`src/rtl/sync_fwft_fifo.sv`:
```
// Single-clock first-word-fall-through FIFO: the head word sits on o_fifo_data
// whenever o_fifo_not_empty is high. It keeps registered flags and sticky error flags.
module sync_fwft_fifo #(
    parameter int DATA_WIDTH        = 32,
    parameter int ADDR_WIDTH        = 4,
    parameter int ALMOST_FULL_LEVEL = 12
) (
    input  logic                  i_clk,
    input  logic                  i_rst_n,
    input  logic                  i_clear,
    input  logic [DATA_WIDTH-1:0] i_fifo_w_data,
    input  logic                  i_fifo_w_stb,
    output logic                  o_fifo_full,
    output logic                  o_fifo_almost_full,
    output logic [DATA_WIDTH-1:0] o_fifo_data,
    output logic                  o_fifo_not_empty,
    input  logic                  i_fifo_r_stb,
    output logic [ADDR_WIDTH:0]   o_fifo_count,
    output logic                  o_overflow,
    output logic                  o_underflow
);

    localparam int DEPTH = 1 << ADDR_WIDTH;
    localparam logic [ADDR_WIDTH:0] DEPTH_CNT = (ADDR_WIDTH+1)'(DEPTH);
    localparam logic [ADDR_WIDTH:0] AF_CNT    = (ADDR_WIDTH+1)'(ALMOST_FULL_LEVEL);

    logic [DATA_WIDTH-1:0] r_mem [DEPTH];
    logic [ADDR_WIDTH-1:0] r_wr_ptr;
    logic [ADDR_WIDTH-1:0] r_rd_ptr;
    logic [ADDR_WIDTH:0]   r_count;
    logic                  r_full;
    logic                  r_almost_full;
    logic                  r_not_empty;
    logic                  r_overflow;
    logic                  r_underflow;

    logic                  w_wr_accept;
    logic                  w_rd_accept;
    logic [ADDR_WIDTH:0]   w_count_next;

    // Acceptance looks only at this cycle's registered flags; no full/empty bypass.
    assign w_wr_accept = i_fifo_w_stb & ~r_full;
    assign w_rd_accept = i_fifo_r_stb & r_not_empty;

    always_comb begin
        w_count_next = r_count;
        if (i_clear) begin
            w_count_next = '0;
        end else if (w_wr_accept && !w_rd_accept) begin
            w_count_next = r_count + 1'b1;
        end else if (!w_wr_accept && w_rd_accept) begin
            w_count_next = r_count - 1'b1;
        end
    end

    always_ff @(posedge i_clk or negedge i_rst_n) begin
        if (!i_rst_n) begin
            r_wr_ptr      <= '0;
            r_rd_ptr      <= '0;
            r_count       <= '0;
            r_full        <= 1'b0;
            r_almost_full <= 1'b0;
            r_not_empty   <= 1'b0;
            r_overflow    <= 1'b0;
            r_underflow   <= 1'b0;
        end else begin
            if (i_clear) begin
                r_wr_ptr    <= '0;
                r_rd_ptr    <= '0;
                r_overflow  <= 1'b0;
                r_underflow <= 1'b0;
            end else begin
                if (w_wr_accept) begin
                    r_wr_ptr <= r_wr_ptr + 1'b1;
                end
                if (w_rd_accept) begin
                    r_rd_ptr <= r_rd_ptr + 1'b1;
                end
                if (i_fifo_w_stb && r_full) begin
                    r_overflow <= 1'b1;
                end
                if (i_fifo_r_stb && !r_not_empty) begin
                    r_underflow <= 1'b1;
                end
            end
            r_count       <= w_count_next;
            r_full        <= (w_count_next == DEPTH_CNT);
            r_almost_full <= (w_count_next >= AF_CNT);
            r_not_empty   <= (w_count_next != '0);
        end
    end

    // Storage is deliberately left out of reset so it can map onto distributed RAM.
    always_ff @(posedge i_clk) begin
        if (w_wr_accept && !i_clear) begin
            r_mem[r_wr_ptr] <= i_fifo_w_data;
        end
    end

    assign o_fifo_data        = r_mem[r_rd_ptr];
    assign o_fifo_full        = r_full;
    assign o_fifo_almost_full = r_almost_full;
    assign o_fifo_not_empty   = r_not_empty;
    assign o_fifo_count       = r_count;
    assign o_overflow         = r_overflow;
    assign o_underflow        = r_underflow;

endmodule
```
`config.mk`:
```
export PLATFORM = sky130hd
export DESIGN_NAME = sync_fwft_fifo
export DESIGN_NICKNAME = d
export VERILOG_FILES = /design/src/rtl/sync_fwft_fifo.sv
export SDC_FILE = /design/constraint.sdc
export NUM_CORES = 1
export LEC_CHECK = 0
export ABC_AREA = 0
export BUFFER_PORTS_ARGS = -buffer_cell sky130_fd_sc_hd__buf_4
export CAP_MARGIN = 30
export CORE_MARGIN = 1
export CORE_UTILIZATION = 40
export CTS_BUF_LIST = sky130_fd_sc_hd__clkbuf_4
export DETAILED_ROUTE_END_ITERATION = 16
export HOLD_SLACK_MARGIN = 0.06
export PLACE_DENSITY = 0.65
export SYNTH_ARGS = -nofsm -noshare
export SYNTH_HDL_FRONTEND = slang
export SYNTH_SLANG_ARGS = --single-unit
```
`constraint.sdc`:
```
create_clock -name i_clk -period 4.3 [get_ports i_clk]
set_input_delay 0.215 -clock i_clk [delete_from_list [all_inputs] [get_ports i_clk]]
set_output_delay 0.215 -clock i_clk [all_outputs]
set_load 0.005 [all_outputs]
```
==> results of run 1 <==
[state kept, by name, indices dropped and copies added (netlist names)]
register and cells:
o_underflow 1, r_rd_ptr 4, o_fifo_count 5, r_wr_ptr 4
o_fifo_not_empty 1, o_overflow 1, o_fifo_full 1, r_mem 512
o_fifo_almost_full 1
[stage by stage]
stage,area (µm²),cells,util (%)
3_3_place_gp,21700,1567,43.26
6_report,24060,1854,47.96
3_5_place_dp,21910,1577,43.67
2_1_floorplan,20330,843,-
4_1_cts,24050,1849,47.94
5_1_grt,24060,1854,47.96
[layer usage]
layer | GRT usage [%] | wire, µm | vias up | part of all wire (%)
li1 | - | - | 4181 | -
met2 | 26.35 | 20310 | 347 | 48
met4 | 6.473 | 830 | 2 | 2.0
met1 | 23.48 | 18280 | 5197 | 43
met5 | 0 | 8 | - | 0.019
met3 | 4.633 | 2644 | 80 | 6.3
[power by group]
group          internal (W)  total, W  switching, W
registers           0.00574   0.00582     0.0000767
logic              0.000799   0.00144      0.000643
clock network       0.00239   0.00430       0.00191
[worst paths after layout]
check / start / endpoint / slack [ns]
hold / removal: i_fifo_w_data[18] / r_mem[5][18]$_DFFE_PP_ / 0.25
max in group asynchronous: i_rst_n / r_rd_ptr[0]$_DFFE_PN0P_ / 3.09
hold reg to reg: r_wr_ptr[1]$_DFFE_PN0P_ / r_wr_ptr[1]$_DFFE_PN0P_ / 0.60
setup reg to reg: o_fifo_full$_DFF_PN0_ / r_mem[10][11]$_DFFE_PP_ / 1.60
min in group asynchronous: i_rst_n / o_underflow$_DFFE_PN0P_ / 0.57
setup / recovery: r_rd_ptr[1]$_DFFE_PN0P_ / o_fifo_data[24] / 0.84
[area by class of cell]
cell class | count | area [µm²]
antenna | 5 | 12.51
clock buffer | 204 | 1531
clock inverter | 29 | 216.5
fill | 4085 | 26110
inverter | 10 | 37.54
multi-input combinational | 260 | 4252
sequential | 530 | 15840
tap | 672 | 840.8
timing repair buffer | 144 | 1336
[cells in the final DEF (no fill, tap or decap), drive strengths merged, types with 2 or more instances in the layout]
| master | Yosys | routed |
|---|---|---|
| a21oi | 6 | 6 |
| dfrtp | 18 | 18 |
| ha | 7 | 7 |
| xnor2 | 4 | 4 |
| nor4b | 2 | 2 |
| nor2b | 2 | 2 |
| nand4 | 4 | 4 |
| nand2 | 10 | 10 |
| nor4 | 3 | 3 |
| xor2 | 3 | 3 |
| and2 | 13 | 13 |
| clkinv | 0 | 22 |
| nor2 | 21 | 21 |
| edfxtp | 512 | 512 |
| bufinv | 0 | 4 |
| dlygate4sd3 | 0 | 39 |
| mux4 | 160 | 160 |
| nand3 | 5 | 5 |
| o21ai | 3 | 3 |
| buf | 22 | 105 |
| a31oi | 2 | 2 |
| diode | 0 | 5 |
| nor3 | 5 | 5 |
| inv | 10 | 13 |
| clkbuf | 21 | 204 |
[cell families after synthesis]
family	after synthesis	share of synthesized area (%)
flip-flops	530	77.85
multiplexers	161	17.78
buffers and inverters	53	1.434
AO/OA/AOI/OAI	15	0.4432
AND/OR/NAND/NOR	70	1.767
adder cells (fa/ha/maj)	7	0.4308
XOR/XNOR	7	0.3016
[worst max-delay path: cells and delay by family (launching register included)]
family	cells	cell delay, ns
buffers and inverters	2	0.68
flip-flops	1	0.79
multiplexers	2	0.93
==> key figures, run 1 <==
Outcome
  – Status: finished, final reports clean

Synth
  – Syn. warnings: 0
  – Synthesized flop and latch total: 530
  – Sequential fraction of the synthesis area: 77.85%
  – Synth Flop Type: edfxtp_1
  – Netlist cell types: 35
  – Synthesized area: just over 20000 µm²
  – Mapped Cells: between 800 and 900
  – Syn_nets: 887
  – Synth top area cells: edfxtp_1 76%, mux4_2 18%, dfrtp_1 2.2%, buf_6 0.61%, ha_1 0.43%
  – Synth async-reset ratio: 3.396%
  – Synth top cells by count: 512 x edfxtp_1, 160 x mux4_2, 21 x nor2_1
  – Most common cell in the netlist: edfxtp_1
  – Number of flops mapped to enable cells by yosys: 512
  – Area leader, netlist: edfxtp_1
  – Top-area cell type share of the netlist area: between 70% and 80%
  – Mapped Avg Cell Area: 24.11 µm²

Global routing
  – Total GRT Usage: 17.15%
  – Largest net degree at the start of global routing: 70
  – First-pass GRT wire length: around 64 mm
  – Via count of the first global-routing pass: 10.50k
  – Total congestion overflow: 0
  – Initial antenna violation count: 4

Critical path
  – Crit-path max cell delay: 0.79 ns
  – Worst Setup End Kind: output port
  – Startpoint Class: flip-flop
  – Crit-path max FO: 33
  – Critical path class: flip-flop to output port
  – CP cell instances: buf_4 -> mux4_2 -> mux4_2 -> buf_4
  – WP data required: 4.09 ns
  – Arrival time worst endpoint: 3.25 ns
  – Slowest cell on the critical path: dfrtp_4
  – FF-to-FF path depth: 4

Pwr
  – VDD IR max: 0.2445 mV
  – Total power per unit cell area: 480.6 nW/µm²
  – Leakage: about 7.7 nW
  – Power Total: 0.01156 W

Placed design
  – Dpl ws: 1.635 ns
  – Gpl congestion: roughly 0.74
  – Post-DP HPWL: 23.83 mm
  – I/O Buffers: just under 80

Final layout
  – P&R area growth vs syn: 18.37%
  – Layout cell share with drive strength beyond 1: 42.31%
  – Nets: 1126

Detailed routing
  – Routed vias: about 10k
  – Pre-antenna DRT Iters: 5
  – Avg Vias per Cell: 5.290
  – Initial drt markers: 758
  – ANT nets after route: 0
  – Detailed Route WL: about 42 mm
  – WL/cell: 22.69 µm
  – # DRC: 0

Timing
  – Crit path time final: about 3.5 ns
  – RSZ-0062 raised after global routing: no
  – Setup-failing EPs final: 0
  – Least-Margin Pin Slew: roughly 0.85 ns
  – PnR worst setup slack: 0.8373 ns
  – WHS: 0.2466 ns
  – Final Cycle Share: 80.53%
  – Slew headroom: 42.82%
  – Slew Limit Fails: 0
  – Post-Route Setup TNS: 0 ns
  – Final hold vios: 0
  – Final Skew: 0.05552 ns
  – Peak Freq: 0.2888 GHz

Job
  – Max-capacitance violation count: 0

Clock tree
  – TritonCTS Buffers: 136
  – Root Driver: clkbuf_4
  – Post-cts gate resize count: 0
  – Latest clock arrival within the worst-skew pair: 0.83 ns
  – Bufs on Longest Clock Path: 3
  – Hold buffer count at CTS: 39
  – CTS tree: done
  – TritonCTS Sinks: 530
  – Clk pin slew, worst setup/hold paths: 0.06 ns
  – Post-CTS setup buffers: 0
  – H-tree levels: 4

Die
  – Die area: just over 50000 µm²
  – Io pins: about 80
  – Chip width: 227.4 µm
  – CORE AREA: 50170 µm²
  – Initial Util: 40.52%
  – # rows: between 80 and 90
  – Die height: 227.4 µm

Min path
  – Worst hold-check path type: primary input to flip-flop
  – Worst hold stages: 2
No activity file was read; power rests on OpenSTA's default activity.
==> run 2: changes to the inputs <==
- PLACE_DENSITY: 0.65 -> 0.67
- clock period: 4.3 -> 2.8 ns (I/O delays scaled with it)
==> run 2 against run 1 <==
  * The run now ends with setup timing left
  * Count of clock-buffer cells in the layout fell by 23
  * Global-route usage grew 0.53 points
  * Sequential power rose by 53%
  * Register-to-register slack worse by 1.0 ns
  * Sequential share of layout area down 1.1 points
  * Cell count rose by 0.76%
  * Utilization up 0.79 points
  * Sequential cell count did not move
  * Non-clock buffer count grew 25
  * Total power is 53% higher
  * Worst setup slack got worse by 1.0 ns
  * Combinational power up 91%
==> key figures, run 2 (synthesized netlist as in run 1, its figures left out) <==
Critical path
  – WP data required: roughly 2.7 ns
  – Crit-path max FO: 9
  – Worst Setup End Kind: output port
  – Startpoint Class: flip-flop
  – Arrival time worst endpoint: 2.84 ns
  – R2R Setup Slk: approximately 0.58 ns
  – Critical path class: flip-flop to output port

Placed design
  – DP Area: 22050 µm²
  – Gpl congestion: 0.7466
  – Post-Place Cells: 1586
  – I/O Buffers: 78
  – Post-DP HPWL: between 20 and 25 mm

Die
  – Die area: 51730 µm²
  – Initial Util: slightly above 40%
  – Io pins: 79
  – Chip width: 227.4 µm
  – Die height: 227.4 µm
  – CORE AREA: about 50000 µm²
  – # rows: 82

Pwr
  – Leakage: 7.897 nW
  – Power Total: between 0.015 and 0.02 W
  – VDD IR max: 0.3491 mV
  – Total power per unit cell area: ~720 nW/µm²

Timing
  – Crit path time final: 2.981 ns
  – Final Skew: 0.04542 ns
  – Final hold vios: 0
  – Slew headroom: about two thirds
  – Final Cycle Share: 106.5%
  – Least-Margin Pin Slew: 0.5127 ns
  – PnR worst setup slack: -0.1808 ns
  – Post-Route Setup TNS: -4.014 ns
  – Setup-failing EPs final: 32
  – Slew Limit Fails: 0
  – RSZ-0062 raised after global routing: yes
  – Peak Freq: 0.3355 GHz

Final layout
  – Nets: between 1k and 1.5k
  – Design area: 24460 µm²
  – Max reg flops: 512
  – Most flops, register: r_mem
  – P&R area growth vs syn: 20.32%
  – Most common cell after layout, fill and taps aside: edfxtp_1
  – Non-Filler Instances: between 1.5k and 2k
  – Commonest cells after routing, fill and taps aside: 512 x edfxtp_1, 181 x clkbuf_4, 160 x mux4_2, 76 x buf_4, 40 x dlygate4sd3_1
  – Fill cells: 4076
  – Layout cell share with drive strength beyond 1: 42.43%

Global routing
  – Via count of the first global-routing pass: around 11k
  – Total congestion overflow: 0
  – Largest net degree at the start of global routing: 42
  – Total GRT Usage: between 10% and 20%
  – First-pass GRT wire length: 64.85 mm
  – Initial antenna violation count: 2

Detailed routing
  – Pre-antenna DRT Iters: 5
  – WL/cell: 23.55 µm
  – # DRC: 0
  – Initial drt markers: 832
  – Avg Vias per Cell: 5.266
  – Routed vias: between 9k and 10k
  – ANT nets after route: 0
  – Detailed Route WL: 44.00 mm

Clock tree
  – H-tree levels: 4
  – TritonCTS Buffers: 136
  – Latest clock arrival within the worst-skew pair: 0.82 ns
  – Root Driver: clkbuf_4
  – CTS tree: done
  – Bufs on Longest Clock Path: 3
  – TritonCTS Sinks: 530
  – Clk pin slew, worst setup/hold paths: 0.07 ns

Min path
  – Worst hold-check path type: primary input to flip-flop

Outcome
  – Failing checks: setup timing
  – Status: finished, violations left

Job
  – Max-capacitance violation count: 0
==> run 2: changes by cell type in the layout (fill, tap and decap cells not counted), sizes merged <==
cell / previous run / this run
clkinv: 22 / 36
diode: 5 / 1
bufinv: 4 / 1
inv: 13 / 18
dlygate4sd3: 39 / 40
buf: 105 / 128
clkbuf: 204 / 182
==> run 2: final timing paths <==
kind | depth (start not counted) | from | to
worst max-delay path | 5 | r_rd_ptr[0]$_DFFE_PN0P_ | o_fifo_data[28]
worst min-delay path | 2 | i_fifo_w_data[26] | r_mem[4][26]$_DFFE_PP_
worst max register to register | 4 | o_fifo_full$_DFF_PN0_ | r_mem[10][17]$_DFFE_PP_
worst min register to register | 2 | r_wr_ptr[1]$_DFFE_PN0P_ | r_wr_ptr[1]$_DFFE_PN0P_
max in group asynchronous | 4 | i_rst_n | r_rd_ptr[0]$_DFFE_PN0P_
min in group asynchronous | 3 | i_rst_n | o_underflow$_DFFE_PN0P_
==> run 2: metal layers <==
metal | vias up | GRT usage [%] | routed length [µm]
li1 | 4224 | - | -
met1 | 5207 | 22.84 | 17870
met2 | 348 | 29.35 | 22570
met3 | 56 | 3.807 | 2770
met4 | 2 | 6.733 | 779
met5 | - | 0 | 13
==> run 2: layout make-up <==
| type | instances | area [µm²] | area share, % |
|---|---|---|---|
| repair buffers | 169 | 1927 | 7.878 |
| flip-flops and latches | 530 | 15840 | 64.74 |
| multi-input cells | 260 | 4252 | 17.38 |
| inverters | 10 | 37.54 | 0.1535 |
| diodes | 1 | 2.502 | 0.01023 |
| well taps | 672 | 840.8 | 3.438 |
| clock buffers | 181 | 1359 | 5.556 |
| clock inverters | 45 | 205.2 | 0.8390 |
==> run 2: repair_timing <==
action | CTS | global route
endpoints found under the hold margin | 548 | 0
cloned | 8 | 1
resized for setup | 38 | 0
setup endpoints to repair | 32 | 32
setup buffers | 5 | 0
hold buffers | 40 | 0
==> run 2: critical path: stages, from the launching register on <==
cell	delay, ns
dfrtp_4	0.44
buf_6	0.18
buf_12	0.16
mux4_2	0.50
mux4_2	0.58
buf_6	0.16
==> run 2: metrics by stage <==
step                util [%]  setup WS [ns]  hold slack [ns]
global placement       43.94         0.5994          0.03355
global route           48.75        -0.2667           0.1387
CTS                    48.67        -0.2412          0.09633
detailed placement     43.94         0.5967          0.03922
finish                 48.75        -0.1808           0.1688
floorplan                  -        -0.7102          -0.1556
==> run 2: report_power, final <==
group | switching [W] | total [W] | internal [W]
clock network | 0.00291 | 0.00600 | 0.00309
logic | 0.00114 | 0.00275 | 0.00161
registers | 0.0000902 | 0.00891 | 0.00882
==> run 3: changes to the inputs <==
- CORE_MARGIN: 1 -> 1.5
- CORE_UTILIZATION: 40 -> 58
- PLACE_DENSITY: 0.67 -> 0.87
==> run 3 against run 2 <==
  * The run still ends with setup timing left
  * Clock power is 9.7% higher
  * Total power is 3.6% higher
  * Cell area is 0.46% lower
  * Sequential power hardly changed
  * Clock skew is 0.00064 ns lower
  * Worst hold slack better by 0.025 ns
  * Sequential cell count stayed put
  * Critical path depth stayed put
  * Worst setup slack worse by 0.043 ns
  * Via count is 6.5% higher
  * Wire length is 12% higher
==> key figures, run 3 (synthesized netlist as in run 1, its figures left out) <==
Clock tree
  – Clk pin slew, worst setup/hold paths: 0.07 ns
  – H-tree levels: 4
  – CTS tree: done
  – Bufs on Longest Clock Path: 3
  – TritonCTS Buffers: between 100 and 150
  – Root Driver: clkbuf_4
  – TritonCTS Sinks: 530
  – Latest clock arrival within the worst-skew pair: 0.80 ns

Placed design
  – Post-DP HPWL: 22.65 mm
  – Gpl congestion: 0.7796
  – Post-Place Cells: 1365
  – I/O Buffers: 78

Die
  – Initial Util: 58.85%
  – # rows: 68
  – Die area: approximately 36000 µm²
  – Die height: 190.2 µm
  – Chip width: 190.2 µm
  – CORE AREA: 34540 µm²
  – Io pins: 79

Global routing
  – Initial antenna violation count: 1
  – Via count of the first global-routing pass: about 11k
  – First-pass GRT wire length: ~71 mm
  – Total GRT Usage: roughly 28%
  – Largest net degree at the start of global routing: 33
  – Total congestion overflow: 0

Critical path
  – Worst Setup End Kind: output port
  – CP cell instances: buf_12 -> buf_16 -> mux4_2 -> mux4_2 -> buf_6
  – Crit-path most repeated cell: mux4_2
  – Crit-path max FO: 12
  – Startpoint Class: flip-flop
  – Arrival time worst endpoint: roughly 2.9 ns
  – Worst Path Buf+Inv: 3
  – FF-to-FF path depth: 6
  – Slowest cell on the critical path: mux4_2
  – CP top delay family: multiplexers
  – Critical path class: flip-flop to output port
  – Crit-path max cell delay: 0.56 ns
  – Crit path depth: 5
  – WP data required: 2.66 ns

Final layout
  – Layout cell share with drive strength beyond 1: 42.15%
  – Most common cell after layout, fill and taps aside: edfxtp_1
  – Commonest cells after routing, fill and taps aside: 512 x edfxtp_1, 182 x clkbuf_4, 160 x mux4_2, 68 x buf_4, 39 x dlygate4sd3_1
  – Nets: 1145
  – P&R area growth vs syn: 19.77%
  – Core Util, Final: 70.48%
  – Non-Filler Instances: between 1.5k and 2k
  – Most flops, register: r_mem
  – Max reg flops: 512

Min path
  – Worst hold-check path type: primary input to flip-flop
  – Worst hold stages: 2

Timing
  – Setup-failing EPs final: 32
  – Peak Freq: 0.3307 GHz
  – Final hold vios: 0
  – Final Cycle Share: 108.0%
  – Least-Margin Pin Slew: 0.6665 ns
  – Slew headroom: 55.57%
  – Final Skew: 0.04478 ns
  – Crit path time final: 3.024 ns
  – Slew Limit Fails: 0
  – RSZ-0062 raised after global routing: yes
  – PnR worst setup slack: -0.2237 ns

Detailed routing
  – WL/cell: 29.83 µm
  – # DRC: 0
  – ANT nets after route: 0
  – Initial drt markers: 1190
  – Routed vias: between 10k and 15k
  – Avg Vias per Cell: 6.332
  – Pre-antenna DRT Iters: 5
  – Detailed Route WL: 49.35 mm

Job
  – Max-capacitance violation count: 0

Outcome
  – Failing checks: setup timing
  – Status: finished, violations left

Pwr
  – VDD IR max: 0.4895 mV
  – Leakage: just under 8 nW
  – Total power per unit cell area: 751.1 nW/µm²
[run 3: changes by cell type in the layout (fill, tap and decap cells not counted), moves of 3 or more]
cell,delta
buf_12,+5
buf_16,-4
buf_4,-8
buf_6,+3
bufinv_16,+4
clkbuf_16,+3
clkinv_1,+6
clkinv_2,-3
inv_2,-5
[run 3: report_power, final]
part           internal (W)  total, W  leakage (nW)  switching, W
combinational       0.00160   0.00280          2.09       0.00120
sequential          0.00881   0.00891          4.85     0.0000965
clock               0.00348   0.00658         0.994       0.00309
total                0.0139    0.0183          7.93       0.00439
[run 3: area by class of cell]
class,count,area (µm²)
inverters,10,37.54
clock inverters,49,329.1
fillers,1943,10200
well taps,455,569.3
clock buffers,182,1366
multi-input cells,260,4252
flip-flops and latches,530,15840
repair buffers,167,1956
diodes,1,2.502
[run 3: per-layer routing]
layer  global-route usage, %  up-vias  wire length [µm]
met5                       0        -                 0
met4                   11.57        0              1230
met3                   6.018       85              4427
met2                   47.30      732             26340
met1                   35.91     5442             17350
li1                        -     4214                 -
[run 3: what timing repair did]
| item | in CTS | in global routing |
|---|---|---|
| setup endpoints to repair | 32 | 32 |
| gates resized for setup | 37 | 2 |
| setup buffers | 8 | 1 |
| pin swaps | 0 | 0 |
| hold buffers | 39 | 0 |
| hold endpoints to repair | 548 | 0 |
| gates cloned | 4 | 4 |
[run 3: path summary, 6_finish.rpt]
| kind | slack [ns] | end | from |
|---|---|---|---|
| min | 0.19 | r_mem[14][18]$_DFFE_PP_ | i_fifo_w_data[18] |
| min reg2reg | 0.60 | r_wr_ptr[1]$_DFFE_PN0P_ | r_wr_ptr[1]$_DFFE_PN0P_ |
| min in group asynchronous | 0.35 | r_rd_ptr[0]$_DFFE_PN0P_ | i_rst_n |
| max | -0.22 | o_fifo_data[12] | r_rd_ptr[0]$_DFFE_PN0P_ |
| max in group asynchronous | 2.00 | o_fifo_count[3]$_DFF_PN0_ | i_rst_n |
| max reg2reg | 0.76 | o_fifo_full$_DFF_PN0_ | o_fifo_not_empty$_DFF_PN0_ |
[run 3: per-stage QoR]
step                      worst slack (ns)  hold WS, ns  TNS [ns]  cell area, µm²  total power, W
after floorplan                    -0.7102      -0.1556    -45.45           20330         0.01062
after global placement              0.4532      0.02094         0           21780         0.01125
after detailed placement            0.4150      0.03076         0           21780         0.01133
after CTS                          -0.2313       0.1257    -6.154           24200         0.01809
after global routing               -0.2971       0.1546    -7.425           24350         0.01896
final                              -0.2237       0.1938    -4.827           24350         0.01829
